## config.mk

```make
export PLATFORM = sky130hd
export DESIGN_NAME = l1_pmem_arbiter
export DESIGN_NICKNAME = d
export VERILOG_FILES = /design/src/rtl/lc3b_types.sv /design/src/rtl/l1_pmem_arbiter_req_reg.sv /design/src/rtl/l1_pmem_arbiter.sv
export SDC_FILE = /design/constraint.sdc
export NUM_CORES = 1
export LEC_CHECK = 0
export ABC_AREA = 0
export CORE_AREA = 2 2 272 274
export DETAILED_ROUTE_END_ITERATION = 6
export DIE_AREA = 0 0 274 276
export SKIP_LAST_GASP = 1
export SYNTH_ARGS = -nofsm -noshare
export SYNTH_HDL_FRONTEND = slang
export SYNTH_SLANG_ARGS = --single-unit
```

## constraint.sdc

```tcl
create_clock -name clk -period 4.35 [get_ports clk]
set_input_delay 0.6525 -clock clk [delete_from_list [all_inputs] [get_ports clk]]
set_output_delay 0.6525 -clock clk [all_outputs]
set_load 0.01 [all_outputs]
```

## src/rtl/lc3b_types.sv

```systemverilog
// Shared LC-3b memory-side types and the L1 pmem arbiter state encoding.
`default_nettype none

package lc3b_types;

  typedef logic [15:0]  lc3b_word;
  typedef logic [127:0] cache_line;

  typedef enum logic [1:0] {
    IDLE   = 2'd0,
    I_BUSY = 2'd1,
    D_BUSY = 2'd2
  } arb_state_t;

  // Encoding of the last-served side for the round-robin variant.
  localparam logic GRANT_I = 1'b0;
  localparam logic GRANT_D = 1'b1;

endpackage

`default_nettype wire

```

## src/rtl/l1_pmem_arbiter_req_reg.sv

```systemverilog
// arb_req_reg: load/clear register bundle holding the granted downstream request.
`default_nettype none

module arb_req_reg
  import lc3b_types::*;
#(
  parameter int ADDR_W = 16,
  parameter int LINE_W = 128
) (
  input  logic              clk,
  input  logic              rst,
  input  logic              load,
  input  logic              clear,
  input  logic              read_in,
  input  logic              write_in,
  input  logic [ADDR_W-1:0] address_in,
  input  logic [LINE_W-1:0] wdata_in,
  output logic              read,
  output logic              write,
  output logic [ADDR_W-1:0] address,
  output logic [LINE_W-1:0] wdata
);

  // Clear only drops the strobes; address/wdata simply go stale until the next load.
  always_ff @(posedge clk) begin
    if (rst) begin
      read    <= 1'b0;
      write   <= 1'b0;
      address <= '0;
      wdata   <= '0;
    end else if (load) begin
      read    <= read_in;
      write   <= write_in;
      address <= address_in;
      wdata   <= wdata_in;
    end else if (clear) begin
      read    <= 1'b0;
      write   <= 1'b0;
    end
  end

endmodule

`default_nettype wire

```

## src/rtl/l1_pmem_arbiter.sv

```systemverilog
// l1_pmem_arbiter: shares one line-granular memory port between L1 I- and D-cache.
// Optional ARB_ROUND_ROBIN_EN: alternate grants on contention; default is D over I.
`default_nettype none

module l1_pmem_arbiter
  import lc3b_types::*;
#(
  parameter int ADDR_W = 16,
  parameter int LINE_W = 128
) (
  input  logic              clk,
  input  logic              rst,
  input  logic              i_pmem_read,
  input  logic [ADDR_W-1:0] i_pmem_address,
  output logic [LINE_W-1:0] i_pmem_rdata,
  output logic              i_pmem_resp,
  input  logic              d_pmem_read,
  input  logic              d_pmem_write,
  input  logic [ADDR_W-1:0] d_pmem_address,
  input  logic [LINE_W-1:0] d_pmem_wdata,
  output logic [LINE_W-1:0] d_pmem_rdata,
  output logic              d_pmem_resp,
  output logic              mem_read,
  output logic              mem_write,
  output logic [ADDR_W-1:0] mem_address,
  output logic [LINE_W-1:0] mem_wdata,
  input  logic [LINE_W-1:0] mem_rdata,
  input  logic              mem_resp
);

  arb_state_t        state;
  logic              d_req;
  logic              grant_d;
  logic              grant_i;
  logic              load;
  logic              clear;
  logic              ld_read;
  logic              ld_write;
  logic [ADDR_W-1:0] ld_address;
  logic [LINE_W-1:0] ld_wdata;

`ifdef ARB_ROUND_ROBIN_EN
  logic last_grant;
`endif

  // Grants are only ever issued from IDLE, which enforces the one-cycle turnaround.
  always_comb begin
    d_req   = d_pmem_read | d_pmem_write;
    grant_d = 1'b0;
    grant_i = 1'b0;
    if (state == IDLE) begin
`ifdef ARB_ROUND_ROBIN_EN
      grant_d = d_req & (~i_pmem_read | (last_grant == GRANT_I));
`else
      grant_d = d_req;
`endif
      grant_i = i_pmem_read & ~grant_d;
    end
  end

  always_comb begin
    load       = grant_d | grant_i;
    clear      = (state != IDLE) & mem_resp;
    ld_read    = grant_d ? (d_pmem_read & ~d_pmem_write) : 1'b1;
    ld_write   = grant_d & d_pmem_write;
    ld_address = grant_d ? d_pmem_address : i_pmem_address;
    ld_wdata   = grant_d ? d_pmem_wdata : '0;
  end

  always_ff @(posedge clk) begin
    if (rst) begin
      state <= IDLE;
`ifdef ARB_ROUND_ROBIN_EN
      last_grant <= GRANT_I;
`endif
    end else begin
      case (state)
        IDLE: begin
          if (grant_d) begin
            state <= D_BUSY;
`ifdef ARB_ROUND_ROBIN_EN
            last_grant <= GRANT_D;
`endif
          end else if (grant_i) begin
            state <= I_BUSY;
`ifdef ARB_ROUND_ROBIN_EN
            last_grant <= GRANT_I;
`endif
          end
        end
        I_BUSY, D_BUSY: begin
          if (mem_resp) state <= IDLE;
        end
        default: state <= IDLE;
      endcase
    end
  end

  arb_req_reg #(
    .ADDR_W(ADDR_W),
    .LINE_W(LINE_W)
  ) u_req_reg (
    .clk       (clk),
    .rst       (rst),
    .load      (load),
    .clear     (clear),
    .read_in   (ld_read),
    .write_in  (ld_write),
    .address_in(ld_address),
    .wdata_in  (ld_wdata),
    .read      (mem_read),
    .write     (mem_write),
    .address   (mem_address),
    .wdata     (mem_wdata)
  );

  // Both caches see the raw line; only the granted side's resp qualifies it.
  assign i_pmem_rdata = mem_rdata;
  assign d_pmem_rdata = mem_rdata;
  assign i_pmem_resp  = (state == I_BUSY) & mem_resp;
  assign d_pmem_resp  = (state == D_BUSY) & mem_resp;

endmodule

`default_nettype wire

```

==> insert_results.sql <==
INSERT INTO impl_metrics (metric_group, metric, value, unit) VALUES
('timing', 'relSlewSlack', '23.37', '%'),
('worst_setup_path', 'crit_type', 'input port to output pin', ''),
('run_status', 'run_status', 'finished, final reports clean', ''),
('floorplan', 'dieWidth', '274', 'um'),
('synthesis', 'synthDistinctLibCells', '27', ''),
('clocking', 'post_cts_setup_inserts', '0', ''),
('layout', 'share_of_cells_above_drive_strength_1', '4.928', '%'),
('synthesis', 'ys_dominant_reg_cell', 'sky130_fd_sc_hd__dfxtp_1', ''),
('clocking', 'clkSinkCount', '148', ''),
('global_routing', 'grt_antenna_before_repair', '15', ''),
('clocking', 'htree_num_levels', '4', ''),
('layout', 'area_growth', '36.98', '%'),
('global_routing', 'via_count_of_the_first_global_routing_pass', '5755', ''),
('timing', 'tightest_slew', '1.150', 'ns'),
('synthesis', 'syn_inst', '788', ''),
('placement', 'place_ws', '1.283', 'ns'),
('power_and_ir_drop', 'power.leakage', '0.003401', 'uW'),
('placement', 'detailed_place_hpwl', '29.89', 'mm'),
('global_routing', 'grt_overflow', '0', ''),
('worst_setup_path', 'worst_r2r_path_depth', '6', ''),
('placement', 'post_dp_cell_area', '9338', 'um2'),
('synthesis', 'yosysTopAreaCellShare', '40.67', '%'),
('worst_setup_path', 'crit_path_start_kind', 'input port', ''),
('clocking', 'path_clk_slew', '0.07', 'ns'),
('global_routing', 'grt_start_max_net_pins', '101', ''),
('worst_setup_path', 'crit_arrival', '1.97', 'ns'),
('timing', 'hold_viol', '0', ''),
('worst_hold_path', 'hold_path_class', 'flop to flop', ''),
('timing', 'share_of_the_clock_period_used_by_the_worst_path', '60.26', '%'),
('routing', 'detail_route.vias_per_cell', '3.146', ''),
('clocking', 'cts-buffers-inserted', '17', ''),
('worst_setup_path', 'worstPathBufferInverterCount', '2', ''),
('timing', 'final_period_minus_worst_setup_slack', '2.621', 'ns'),
('synthesis', 'syn-num-nets', '1085', ''),
('routing', 'route.detailed.wl_per_inst', '20.50', 'um'),
('timing', 'worst_hold_slack', '0.4859', 'ns'),
('floorplan', 'pin_count', '698', ''),
('clocking', 'cts_hold_buffers', '0', ''),
('global_routing', 'grt_util_all_layers', '9.456', '%'),
('synthesis', 'synthArstFlopShare', '0', '%'),
('worst_hold_path', 'min_delay_startpoint', 'u_req_reg.read$_SDFFE_PP0P_', ''),
('worst_setup_path', 'reg2reg_setup_slack', '2.10', 'ns'),
('synthesis', 'yosys.cell_count.top_type', 'sky130_fd_sc_hd__buf_4', ''),
('floorplan', 'fp.coreArea', '72590', 'um2'),
('routing', 'wirelength', '36.76', 'mm'),
('synthesis', 'synth_commonest_cells', 'sky130_fd_sc_hd__buf_4 (259), sky130_fd_sc_hd__dfxtp_1 (148), sky130_fd_sc_hd__nor2_1 (131)', ''),
('global_routing', 'grt_first_pass_wirelength', '48.73', 'mm'),
('floorplan', 'die_h', '276', 'um'),
('worst_setup_path', 'worst_path_dominant_cell_family', 'buffers and inverters', ''),
('floorplan', 'placementRows', '99', ''),
('worst_setup_path', 'cp-end-kind', 'output pin', ''),
('clocking', 'cts.repair.resized', '0', ''),
('worst_setup_path', 'timing.critical_path.required', '3.70', 'ns'),
('synthesis', 'yosys_register_bits', '148', ''),
('clocking', 'cts_tree', 'built', ''),
('timing', 'maximum_clock_frequency', '381.5', 'MHz'),
('routing', 'post-route-drc-count', '0', ''),
('timing', 'grt_setup_unrepaired', 'no', ''),
('power_and_ir_drop', 'p_per_area', '428.9', 'nW/um2'),
('timing', 'setup_viol', '0', ''),
('clocking', 'root_buffer', 'sky130_fd_sc_hd__clkbuf_16', ''),
('synthesis', 'yosysTopAreaCell', 'sky130_fd_sc_hd__dfxtp_1', ''),
('synthesis', 'fraction_of_the_yosys_area_taken_by_sequential_cells', '40.67', '%'),
('synthesis', 'synth.cell_area', '7284', 'um2'),
('layout', 'finish.utilization', '13.75', '%'),
('floorplan', 'start_util', '10.04', '%'),
('worst_setup_path', 'critical_path.max_fanout', '4', ''),
('timing', 'drv_slew', '0', ''),
('worst_setup_path', 'timing.critical_path.cells', 'clkdlybuf4s50_1 > and2_1 > clkdlybuf4s50_1', ''),
('worst_setup_path', 'timing.critical_path.slowest_cell_delay', '0.63', 'ns'),
('worst_setup_path', 'cpMostUsedCell', 'sky130_fd_sc_hd__clkdlybuf4s50_1', '');
[where the power goes]
| group | internal [uW] | total (uW) | switching (uW) |
|---|---|---|---|
| Sequential | 1510 | 1600 | 86.4 |
| Clock | 989 | 1630 | 645 |
| Combinational | 542 | 1050 | 507 |
| Total | 3040 | 4280 | 1240 |
[routing by layer]
metal	part of all wire [%]	vias to the layer above	global-route usage (%)
met3	18	129	7.044
li1	-	2478	-
met2	44	485	14.28
met4	5.1	8	5.825
met5	0.15	-	0.1926
met1	33	2540	9.125
[through the flow]
stage          std cells  total power (uW)
5_1_grt             1791              4519
6_report            1793              4280
2_1_floorplan        788              2409
3_5_place_dp        1759              2684
3_3_place_gp        1759              2668
4_1_cts             1791              4396
[cells in the final DEF (no fill, tap or decap)]
| master | instances |
|---|---|
| sky130_fd_sc_hd__a211oi_1 | 1 |
| sky130_fd_sc_hd__a21boi_0 | 1 |
| sky130_fd_sc_hd__a21oi_1 | 18 |
| sky130_fd_sc_hd__a22oi_1 | 128 |
| sky130_fd_sc_hd__a311oi_2 | 1 |
| sky130_fd_sc_hd__and2_1 | 2 |
| sky130_fd_sc_hd__buf_12 | 1 |
| sky130_fd_sc_hd__buf_4 | 5 |
| sky130_fd_sc_hd__bufinv_16 | 4 |
| sky130_fd_sc_hd__clkbuf_1 | 1 |
| sky130_fd_sc_hd__clkbuf_16 | 17 |
| sky130_fd_sc_hd__clkbuf_8 | 2 |
| sky130_fd_sc_hd__clkdlybuf4s50_1 | 312 |
| sky130_fd_sc_hd__clkinv_2 | 2 |
| sky130_fd_sc_hd__clkinv_4 | 3 |
| sky130_fd_sc_hd__clkinvlp_4 | 3 |
| sky130_fd_sc_hd__dfxtp_1 | 148 |
| sky130_fd_sc_hd__diode_2 | 2 |
| sky130_fd_sc_hd__ha_1 | 3 |
| sky130_fd_sc_hd__inv_1 | 3 |
| sky130_fd_sc_hd__mux2i_1 | 15 |
| sky130_fd_sc_hd__nand2_1 | 2 |
| sky130_fd_sc_hd__nand2b_1 | 2 |
| sky130_fd_sc_hd__nor2_1 | 131 |
| sky130_fd_sc_hd__nor2_8 | 1 |
| sky130_fd_sc_hd__nor2b_1 | 1 |
| sky130_fd_sc_hd__nor3b_1 | 1 |
| sky130_fd_sc_hd__o2111ai_1 | 1 |
| sky130_fd_sc_hd__o21a_4 | 1 |
| sky130_fd_sc_hd__o21ai_0 | 19 |
| sky130_fd_sc_hd__o31a_1 | 1 |
| sky130_fd_sc_hd__o31ai_1 | 1 |
| sky130_fd_sc_hd__o31ai_4 | 1 |
[registers in the layout, summed over array words and instances (netlist names)]
name	count
u_req_reg.read	1
u_req_reg.wdata	128
u_req_reg.write	1
u_req_reg.address	16
state	2
[worst max-delay path by stage]
stage          slack (ns)                          endpoint         start
2_1_floorplan        2.74  u_req_reg.wdata[80]$_SDFFE_PP0P_  d_pmem_write
3_3_place_gp         1.37  u_req_reg.wdata[32]$_SDFFE_PP0P_  d_pmem_write
3_5_place_dp         1.28   u_req_reg.wdata[5]$_SDFFE_PP0P_  d_pmem_write
4_1_cts              1.67                       i_pmem_resp      mem_resp
5_1_grt              1.60  u_req_reg.wdata[29]$_SDFFE_PP0P_   d_pmem_read
6_report             1.73                       i_pmem_resp      mem_resp
[kinds of logic after synthesis]
logic type,synth area share (%)
compound gates,16.88
fa+ha+maj,0.5153
buf+inv,32.21
flops,40.67
mux,2.061
simple gates,7.661
[worst reg2reg max path, cell delays in order, from the launching register on]
cell	delay [ns]
sky130_fd_sc_hd__dfxtp_1	0.36
sky130_fd_sc_hd__inv_1	0.08
sky130_fd_sc_hd__ha_1	0.32
sky130_fd_sc_hd__o31ai_4	0.10
sky130_fd_sc_hd__buf_4	0.88
sky130_fd_sc_hd__a22oi_1	0.26
sky130_fd_sc_hd__nor2_1	0.19
[area by class of cell]
class                   count  area [um2]
multi-input cells         331        1983
flip-flops and latches    148        2963
clock buffers              20       456.7
clock inverters            12       178.9
diodes                      2       5.005
fillers                  8205       62610
repair buffers            318        3181
well taps                 959        1200
inverters                   3       11.26
Note: power is estimated with default switching activity, not from simulation.
